==> src/rtl/shuf_pkg.sv <==
// Shared constants and types for the shuffle-select arbiter and its decoder.
package shuf_pkg;

    localparam int unsigned SHUF_W       = 64;
    localparam int unsigned SHUF_LANES   = 8;
    localparam int unsigned SHUF_FIELD_W = 3;

    typedef logic [SHUF_W-1:0] shuf_word_t;

endpackage

==> src/rtl/shuf_decode.sv <==
// Combinational shuffle-select decoder: each 8-bit lane's low 3-bit field picks one
// output bit of that lane, rotated by the lane index.
module shuf_decode
    import shuf_pkg::*;
(
    input  shuf_word_t word_i,
    output shuf_word_t sel_o
);

    always_comb begin
        sel_o = '0;
        for (int k = 0; k < int'(SHUF_LANES); k++) begin
            for (int j = 0; j < int'(SHUF_LANES); j++) begin
                // Bit j of lane k is set when the field equals (k - j) mod 8.
                sel_o[SHUF_LANES*k + j] =
                    (word_i[SHUF_LANES*k +: SHUF_FIELD_W] == SHUF_FIELD_W'((k - j) & 7));
            end
        end
    end

endmodule

==> src/rtl/shuf_arb.sv <==
// Round-robin arbiter sharing one shuffle decoder among NREQ requesters; the decoded
// select vector and winner ID are registered behind a valid/ready output stage.
module shuf_arb
    import shuf_pkg::*;
#(
    parameter int unsigned NREQ = 4,
    parameter int unsigned IDW  = (NREQ > 1) ? $clog2(NREQ) : 1,
    parameter int unsigned CNTW = 16
) (
    input  logic               clk,
    input  logic               rst_n,
    input  logic [NREQ-1:0]    req_valid,
    input  logic [NREQ*64-1:0] req_data,
    output logic [NREQ-1:0]    req_ready,
    output logic               out_valid,
    input  logic               out_ready,
    output logic [63:0]        out_sel,
    output logic [IDW-1:0]     out_id,
    output logic [CNTW-1:0]    acc_cnt
);

    logic            valid_q;
    shuf_word_t      sel_q;
    logic [IDW-1:0]  id_q;
    logic [IDW-1:0]  rr_q;
    logic [CNTW-1:0] cnt_q;

    logic            ld;
    logic            found;
    logic            accept;
    logic [IDW-1:0]  winner;
    logic [IDW-1:0]  cand;
    shuf_word_t      win_word;
    shuf_word_t      win_sel;

    assign ld = !valid_q || out_ready;

    // Scan starts at rr_q and wraps; the first valid requester wins.
    always_comb begin
        winner = '0;
        found  = 1'b0;
        cand   = '0;
        for (int off = 0; off < int'(NREQ); off++) begin
            cand = IDW'((int'(rr_q) + off) % int'(NREQ));
            if (!found && req_valid[cand]) begin
                found  = 1'b1;
                winner = cand;
            end
        end
    end

    always_comb begin
        req_ready = '0;
        if (rst_n && ld && found) begin
            req_ready[winner] = 1'b1;
        end
    end

    assign accept   = |req_ready;
    assign win_word = req_data[SHUF_W*int'(winner) +: SHUF_W];

    shuf_decode u_decode (
        .word_i (win_word),
        .sel_o  (win_sel)
    );

    always_ff @(posedge clk) begin
        if (!rst_n) begin
            valid_q <= 1'b0;
            sel_q   <= '0;
            id_q    <= '0;
            rr_q    <= '0;
            cnt_q   <= '0;
        end else if (ld) begin
            if (accept) begin
                valid_q <= 1'b1;
                sel_q   <= win_sel;
                id_q    <= winner;
                rr_q    <= (winner == IDW'(NREQ - 1)) ? '0 : winner + 1'b1;
                if (cnt_q != '1) begin
                    cnt_q <= cnt_q + 1'b1;
                end
            end else begin
                valid_q <= 1'b0;
            end
        end
    end

    assign out_valid = valid_q;
    assign out_sel   = sel_q;
    assign out_id    = id_q;
    assign acc_cnt   = cnt_q;

endmodule

==> config.mk <==
export PLATFORM = sky130hd
export DESIGN_NAME = shuf_arb
export DESIGN_NICKNAME = d
export VERILOG_FILES = /design/src/rtl/shuf_pkg.sv /design/src/rtl/shuf_decode.sv /design/src/rtl/shuf_arb.sv
export SDC_FILE = /design/constraint.sdc
export NUM_CORES = 1
export LEC_CHECK = 0
export CAP_MARGIN = 30
export CORE_AREA = 2 2 137 139
export CTS_BUF_LIST = sky130_fd_sc_hd__clkbuf_16
export CTS_CLUSTER_SIZE = 20
export DETAILED_ROUTE_END_ITERATION = 6
export DIE_AREA = 0 0 139 141
export PLACE_DENSITY = 0.6
export SKIP_LAST_GASP = 1
export SLEW_MARGIN = 20
export SYNTH_ARGS = -nofsm -noshare
export SYNTH_HDL_FRONTEND = slang
export SYNTH_SLANG_ARGS = --single-unit
==> constraint.sdc <==
create_clock -name clk -period 3.5 [get_ports clk]
set_clock_uncertainty 0.2 [all_clocks]
set_input_delay 0.35 -clock clk [delete_from_list [all_inputs] [get_ports clk]]
set_output_delay 0.35 -clock clk [all_outputs]
set_load 0.05 [all_outputs]
==> flow_summary.yaml, run 1 <==
outcome:
  outcome: "completed"
worst_hold_path:
  holdPathStages: 2
  hp-start: "out_sel[8]$_SDFFE_PN0P_"
  hold_end: "out_sel[8]$_SDFFE_PN0P_"
  hp-class: "register to register"
sta:
  max_freq_ghz: 0.3024
  setup_viol: 0
  hold_viol: 0
  slew_violations: 0
  worst_pin_slew_ns: 0.5601
  post-route-min-period_ns: 3.307
  max_slew_margin: 0.6255
  final.period_utilization: 0.9449
  grt_setup_unrepaired: "false"
worst_setup_path:
  critPathKind: "primary input to register"
  r2r-end: "out_sel[40]$_SDFFE_PN0P_"
  reg2reg_depth: 10
  crit_top_cell: "buf_4"
  cp_slowest_cell: "or4_1"
  ff2ff_setup_slack_ns: 0.36
  cp_max_fo: 29
  crit_chain: "clkdlybuf4s50_1 -> and2_4 -> and2_1 -> or3_1 -> ha_1 -> or4_1 -> nand4_1 -> buf_4 -> buf_4 -> nand3_1 -> o41ai_1"
  worstPathArrival_ns: 3.32
  cp-start-kind: "primary input"
  cp-end-kind: "register"
  cpPeakStageDelay_ns: 0.53
  crit_required_ns: 3.51
  rr_startpoint: "rr_q[1]$_SDFFE_PN0P_"
cts:
  root_buffer: "clkbuf_16"
  clk_latency_ns: 0.33
  h-tree-depth: 3
  hold_buffers: 0
  cts_buffer_depth: 2
  clk_pin_slew_ns: 0.06
  cts_tree: "built"
  cts_resized: 0
  cts-buffers-inserted: 9
  cts_sinks: 85
  post_cts_buffers: 0
yosys:
  synthCells: 453
  yosys_warnings: 0
  synth_top_area_frac: 0.3774
  synth_edf_count: 0
  synth_area_mm2: 0.004509
  synthFlopType: "dfxtp_1"
  syn_nets: 721
  avgSynthCellArea_um2: 9.954
  synth-seq-cells: 85
  synth_area_leaders: "dfxtp_1 (38%), mux2i_1 (14%), o41ai_1 (8.9%)"
  seq_area_frac_synth: 0.3774
  synth_top_area_cell: "dfxtp_1"
  ys_types: 43
  synth-async-reset-ratio: 0
route:
  vias_per_cell: 4.936
  wl_mm: 14.69
  drc: 0
  vias: 4393
  firstDrtPassIters: 4
  drt-initial-drc-count: 167
  avgRoutedWirePerCell_um: 16.50
  ant_nets: 0
place:
  gp_congestion: 0.7977
  dp_hpwl_mm: 11.34
  placed_cells: 874
  io_buffers: 189
final_layout:
  final_util: 0.3856
  antennaDiodeCount: 0
  fin_nets: 919
  regArea_mm2: 0.001702
  num-fill-cells: 1790
  stdcell_count: 890
  synthToLayoutAreaGrowth_pct: 56.22
  multi_input_area_mm2: 0.002577
  layout-drive-gt1-share: 0.1204
die:
  die_w_um: 139
  rows: 50
  initial_core_util: 0.2468
  dieArea_mm2: 0.01960
  design.portCount: 350
  die_height_um: 141
  core_mm2: 0.01827
global_route:
  antenna_found_initial: 1
  grt_pass1_wl_mm: 23.07
  grtUsageTotal: 0.1476
  grt_overflow: 0
  grt_pass1_vias: 4412
  grt_max_degree: 48
pwr:
  p_per_area_mw_per_mm2: 503.2
  ir_drop_uv: 232.3
  leakage_nw: 2.555
run:
  maxCapViolCount: 0
-- final cells by class --
| class | count | area share |
|---|---|---|
| multi-input cells | 332 | 0.3659 |
| flip-flops and latches | 85 | 0.2416 |
| inverters | 4 | 0.003908 |
| clock buffers | 9 | 0.03197 |
| repair buffers | 219 | 0.3091 |
| well taps | 234 | 0.04156 |
| clock inverters | 7 | 0.006039 |
-- where the power goes --
group	internal (W)	switching, W	total (W)
registers	0.00107	0.0000684	0.00114
logic	0.000606	0.000926	0.00153
clock network	0.000475	0.000396	0.000871
-- how the worst max path moves through the flow --
stage	start	endpoint	slack [ns]	cells past startpoint
global route	req_valid[0]	out_sel[40]$_SDFFE_PN0P_	0.04	11
floorplan	req_valid[0]	out_sel[1]$_SDFFE_PN0P_	0.31	12
detailed placement	req_valid[0]	acc_cnt[15]$_SDFFE_PN0P_	-0.29	13
global placement	req_valid[0]	acc_cnt[15]$_SDFFE_PN0P_	-0.14	13
finish	req_valid[0]	out_sel[40]$_SDFFE_PN0P_	0.19	11
CTS	req_valid[0]	acc_cnt[15]$_SDFFE_PN0P_	0.06	13
-- placed cells by master (no fill, tap or decap), types with 5 or more instances in the layout --
| cell | count |
|---|---|
| clkbuf_16 | 9 |
| a21oi_1 | 7 |
| nand3_1 | 72 |
| and2_1 | 15 |
| nand2_1 | 14 |
| and3_1 | 12 |
| xnor2_1 | 7 |
| mux2i_1 | 64 |
| o21ai_0 | 7 |
| o31ai_1 | 17 |
| buf_4 | 28 |
| o41ai_1 | 46 |
| buf_12 | 6 |
| a211oi_1 | 5 |
| mux2_2 | 15 |
| a21boi_0 | 7 |
| ha_1 | 5 |
| clkdlybuf4s50_1 | 184 |
| dfxtp_1 | 85 |
-- logic make-up after synthesis --
kind of cell             Yosys count  share of synthesized area
flip-flops                        85                     0.3774
AND/OR/NAND/NOR                  136                     0.1640
XOR/XNOR                           8                    0.01554
AO/OA/AOI/OAI                    100                     0.1826
multiplexers                      83                     0.1928
adder cells (fa/ha/maj)            5                    0.01387
buffers and inverters             36                    0.05383
-- stage by stage --
step           worst slack, ns  setup TNS (ns)  cell area (um^2)  hold slack (ns)  power, W
4_1_cts                0.05751               0              7032           0.2718  0.003589
2_1_floorplan           0.3120               0              4509           0.2842  0.002151
5_1_grt                0.04388               0              7044           0.2911  0.003736
3_5_place_dp           -0.2935          -2.379              6764           0.2606  0.002697
3_3_place_gp           -0.1424         -0.5533              6764           0.2535  0.002670
6_report                0.1928               0              7044           0.2697  0.003545
-- state kept, by name, indices dropped and copies added, names as in the netlist --
signal / count
acc_cnt: 16
out_id: 2
out_sel: 64
out_valid: 1
rr_q: 2
-- per-layer routing --
layer | share of wire | global-route usage
met2 | 0.48 | 0.2497
met3 | 0.074 | 0.04178
met4 | 0.013 | 0.04785
met1 | 0.43 | 0.1820
met5 | 0.00089 | 0
-- worst max-delay path, delay by kind of cell --
family / cells / cell delay (ns)
buffers and inverters: 3 / 1.05
AND/OR/NAND/NOR: 6 / 1.56
adder cells (fa/ha/maj): 1 / 0.23
AO/OA/AOI/OAI: 1 / 0.10
-- synthesized netlist by cell type, types with 7 or more instances --
master / instances
dfxtp_1: 85
and3_1: 12
o21ai_0: 7
a21boi_0: 7
xnor2_1: 7
o31ai_1: 17
mux2_2: 15
mux2i_1: 64
nand2_1: 14
and2_1: 15
o41ai_1: 46
a21oi_1: 7
clkbuf_1: 19
nand3_1: 72
No activity file was read; power rests on OpenSTA's default activity.
==> run 2, diff against run 1 <==
--- a/config.mk
+++ b/config.mk
@@ -5,13 +5,14 @@
 export SDC_FILE = /design/constraint.sdc
 export NUM_CORES = 1
 export LEC_CHECK = 0
+export ABC_AREA = 1
 export CAP_MARGIN = 30
-export CORE_AREA = 2 2 137 139
+export CORE_AREA = 2 2 136 138
 export CTS_BUF_LIST = sky130_fd_sc_hd__clkbuf_16
 export CTS_CLUSTER_SIZE = 20
 export DETAILED_ROUTE_END_ITERATION = 6
-export DIE_AREA = 0 0 139 141
-export PLACE_DENSITY = 0.6
+export DIE_AREA = 0 0 138 140
+export PLACE_DENSITY = 0.67
 export SKIP_LAST_GASP = 1
 export SLEW_MARGIN = 20
 export SYNTH_ARGS = -nofsm -noshare
==> run 2 against run 1 <==
  * Worst hold slack got worse by 0.0062 ns
  * Utilization increased by 6.3 points
  * Total power increased to 2.9 times the previous value
  * Global-route usage increased by 5.0 points
  * Non-clock buffer count decreased by 10
  * Final area increased by 13%
  * Area after synthesis increased by 24%
  * Critical path depth increased by 6
  * Combinational power increased to 5.2 times the previous value
  * Sequential cell count unchanged
  * Fmax increased by 4.9%
  * Largest cell class unchanged
  * Highest routed layer unchanged
==> flow_summary.yaml, run 2 <==
die:
  rows: 49
  core_mm2: 0.01778
  die_w_um: 138
  initial_core_util: 0.3134
  design.portCount: 350
  dieArea_mm2: 0.01932
  die_height_um: 140
final_layout:
  synthToLayoutAreaGrowth_pct: 43.21
  layout-drive-gt1-share: 0.04758
  layout_commonest_cell: "nand2_1"
  largest_reg_flops: 64
  final_cell_mix: "nand2_1 (362), clkdlybuf4s50_1 (185), nand3_1 (92)"
  stdcell_count: 1345
  num-fill-cells: 1908
  fin_nets: 1377
sta:
  final.period_utilization: 0.9005
  setup_viol: 0
  slew_violations: 0
  worst_pin_slew_ns: 0.7976
  max_freq_ghz: 0.3173
  fin_tns_setup_ns: 0
  hold_viol: 0
  post-route-min-period_ns: 3.152
  grt_setup_unrepaired: "false"
  max_slew_margin: 0.4683
cts:
  clk_pin_slew_ns: 0.06
  h-tree-depth: 3
  root_buffer: "clkbuf_16"
  post_cts_buffers: 0
  cts-buffers-inserted: 9
  cts_buffer_depth: 2
  hold_buffers: 0
  clk_latency_ns: 0.34
  cts_tree: "built"
  cts_sinks: 85
  cts_resized: 0
worst_setup_path:
  critPathKind: "register to register"
  crit_start: "rr_q[0]$_SDFFE_PN0P_"
  rr_startpoint: "rr_q[0]$_SDFFE_PN0P_"
  crit_required_ns: 3.49
  worstPathArrival_ns: 3.14
  cp-start-kind: "register"
  cp-end-kind: "register"
  reg2reg_depth: 17
  cp_max_fo: 47
yosys:
  ys_types: 26
  syn_nets: 1217
  synth_edf_count: 0
  seq_area_frac_synth: 0.3054
  yosys_warnings: 0
  synthCells: 949
  synth_area_mm2: 0.005572
  avgSynthCellArea_um2: 5.871
  synth_most_common_cell: "nand2_1"
  synth-seq-cells: 85
  synth_common_cells: "nand2_1 (363), nand3_1 (92), dfxtp_1 (85), inv_1 (81), a21oi_1 (78)"
  synth_top_area_cell: "dfxtp_1"
  synth_area_leaders: "dfxtp_1 (31%), nand2_1 (24%), nand4_1 (8.3%)"
  synth-async-reset-ratio: 0
  synth_top_area_frac: 0.3054
  synthFlopType: "dfxtp_1"
global_route:
  grtUsageTotal: 0.1978
  grt_pass1_vias: 5886
  grt_overflow: 0
  antenna_found_initial: 4
  grt_pass1_wl_mm: 30.97
  grt_max_degree: 73
route:
  firstDrtPassIters: 7
  drt-initial-drc-count: 335
  ant_nets: 0
  wl_mm: 19.56
  vias_per_cell: 4.964
  avgRoutedWirePerCell_um: 14.54
  vias: 6677
  drc: 0
place:
  gp_congestion: 0.9016
  io_buffers: 189
  placed_cells: 1327
  dp_hpwl_mm: 14.32
pwr:
  p_per_area_mw_per_mm2: 1300
  ir_drop_uv: 979.1
  power_w: 0.01037
  leakage_nw: 3.416
worst_hold_path:
  holdPathStages: 2
  hp-start: "out_sel[46]$_SDFFE_PN0P_"
  hp-class: "register to register"
run:
  maxCapViolCount: 0
outcome:
  outcome: "completed"
==> run 2: routing by layer <==
metal  routed length [um]  part of all wire  GRT usage  vias to the layer above
met5                   13           0.00066          0                        -
met4                  458             0.023    0.05424                        2
met3                 1995              0.10    0.08684                       29
met2                 8895              0.45     0.3174                      229
met1                 8196              0.42     0.2421                     3008
li1                     -                 -          -                     3409
==> run 2: report_power, final <==
| part | internal (W) | switching, W | total (W) |
|---|---|---|---|
| clock network | 0.000543 | 0.000399 | 0.000942 |
| registers | 0.00129 | 0.000190 | 0.00148 |
| logic | 0.00249 | 0.00546 | 0.00796 |
==> run 2: per-stage QoR <==
step | worst slack [ns] | hold WS (ns) | cell area (um^2) | util
2_1_floorplan | 0.4779 | 0.2884 | 5572 | -
3_3_place_gp | 0.2219 | 0.2512 | 7690 | 0.4325
3_5_place_dp | 0.2040 | 0.2543 | 7690 | 0.4325
4_1_cts | 0.3044 | 0.2642 | 7974 | 0.4485
5_1_grt | 0.04159 | 0.2805 | 7974 | 0.4485
6_report | 0.3484 | 0.2635 | 7979 | 0.4488
==> run 2: worst paths after layout <==
kind                                    to  slack, ns
setup / recovery  out_sel[43]$_SDFFE_PN0P_       0.35
hold reg to reg   out_sel[46]$_SDFFE_PN0P_       0.26
setup reg to reg  out_sel[43]$_SDFFE_PN0P_       0.35
hold / removal    out_sel[46]$_SDFFE_PN0P_       0.26
==> run 2: kinds of logic (layout without fill, tap and decap cells) <==
group,after synthesis,after routing,synth area share
other cells,0,2,0
buf+inv,144,309,0.1109
simple gates,619,619,0.4830
xor+xnor,4,4,0.006289
fa+ha+maj,5,5,0.01123
flops,85,85,0.3054
compound gates,92,92,0.08309
==> run 2: final cells by class <==
| class | count | area (um^2) | area share |
|---|---|---|---|
| multi-input combinational | 720 | 3254 | 0.4079 |
| timing repair buffer | 209 | 2132 | 0.2672 |
| sequential | 85 | 1702 | 0.2133 |
| inverter | 84 | 315.3 | 0.03952 |
| tap | 229 | 286.5 | 0.03591 |
| clock buffer | 9 | 225.2 | 0.02823 |
| clock inverter | 7 | 58.81 | 0.007370 |
| antenna | 2 | 5.005 | 0.0006273 |
==> run 2: worst max-delay path, stage by stage, from the launching register on <==
cell and delay [ns]:
dfxtp_1 0.55, inv_2 0.16, nand2_1 0.10, nand2_2 0.08, nand2_1 0.08, nand2_1 0.09, nor2_4 0.13, nand3_1 0.10
nand2_2 0.17, clkinv_1 0.15, ha_1 0.24, o21ai_1 0.16, nand2_2 0.12, inv_2 0.13, buf_12 0.23, nor2_1 0.13
nand2_1 0.09, a21oi_1 0.06
==> run 3, diff against run 2 <==
--- a/config.mk
+++ b/config.mk
@@ -14,7 +14,6 @@
 export DIE_AREA = 0 0 138 140
 export PLACE_DENSITY = 0.67
 export SKIP_LAST_GASP = 1
-export SLEW_MARGIN = 20
 export SYNTH_ARGS = -nofsm -noshare
 export SYNTH_HDL_FRONTEND = slang
 export SYNTH_SLANG_ARGS = --single-unit
==> results of run 3 <==
Same layout as run 2: the final DEF is identical, and so are final timing and power.
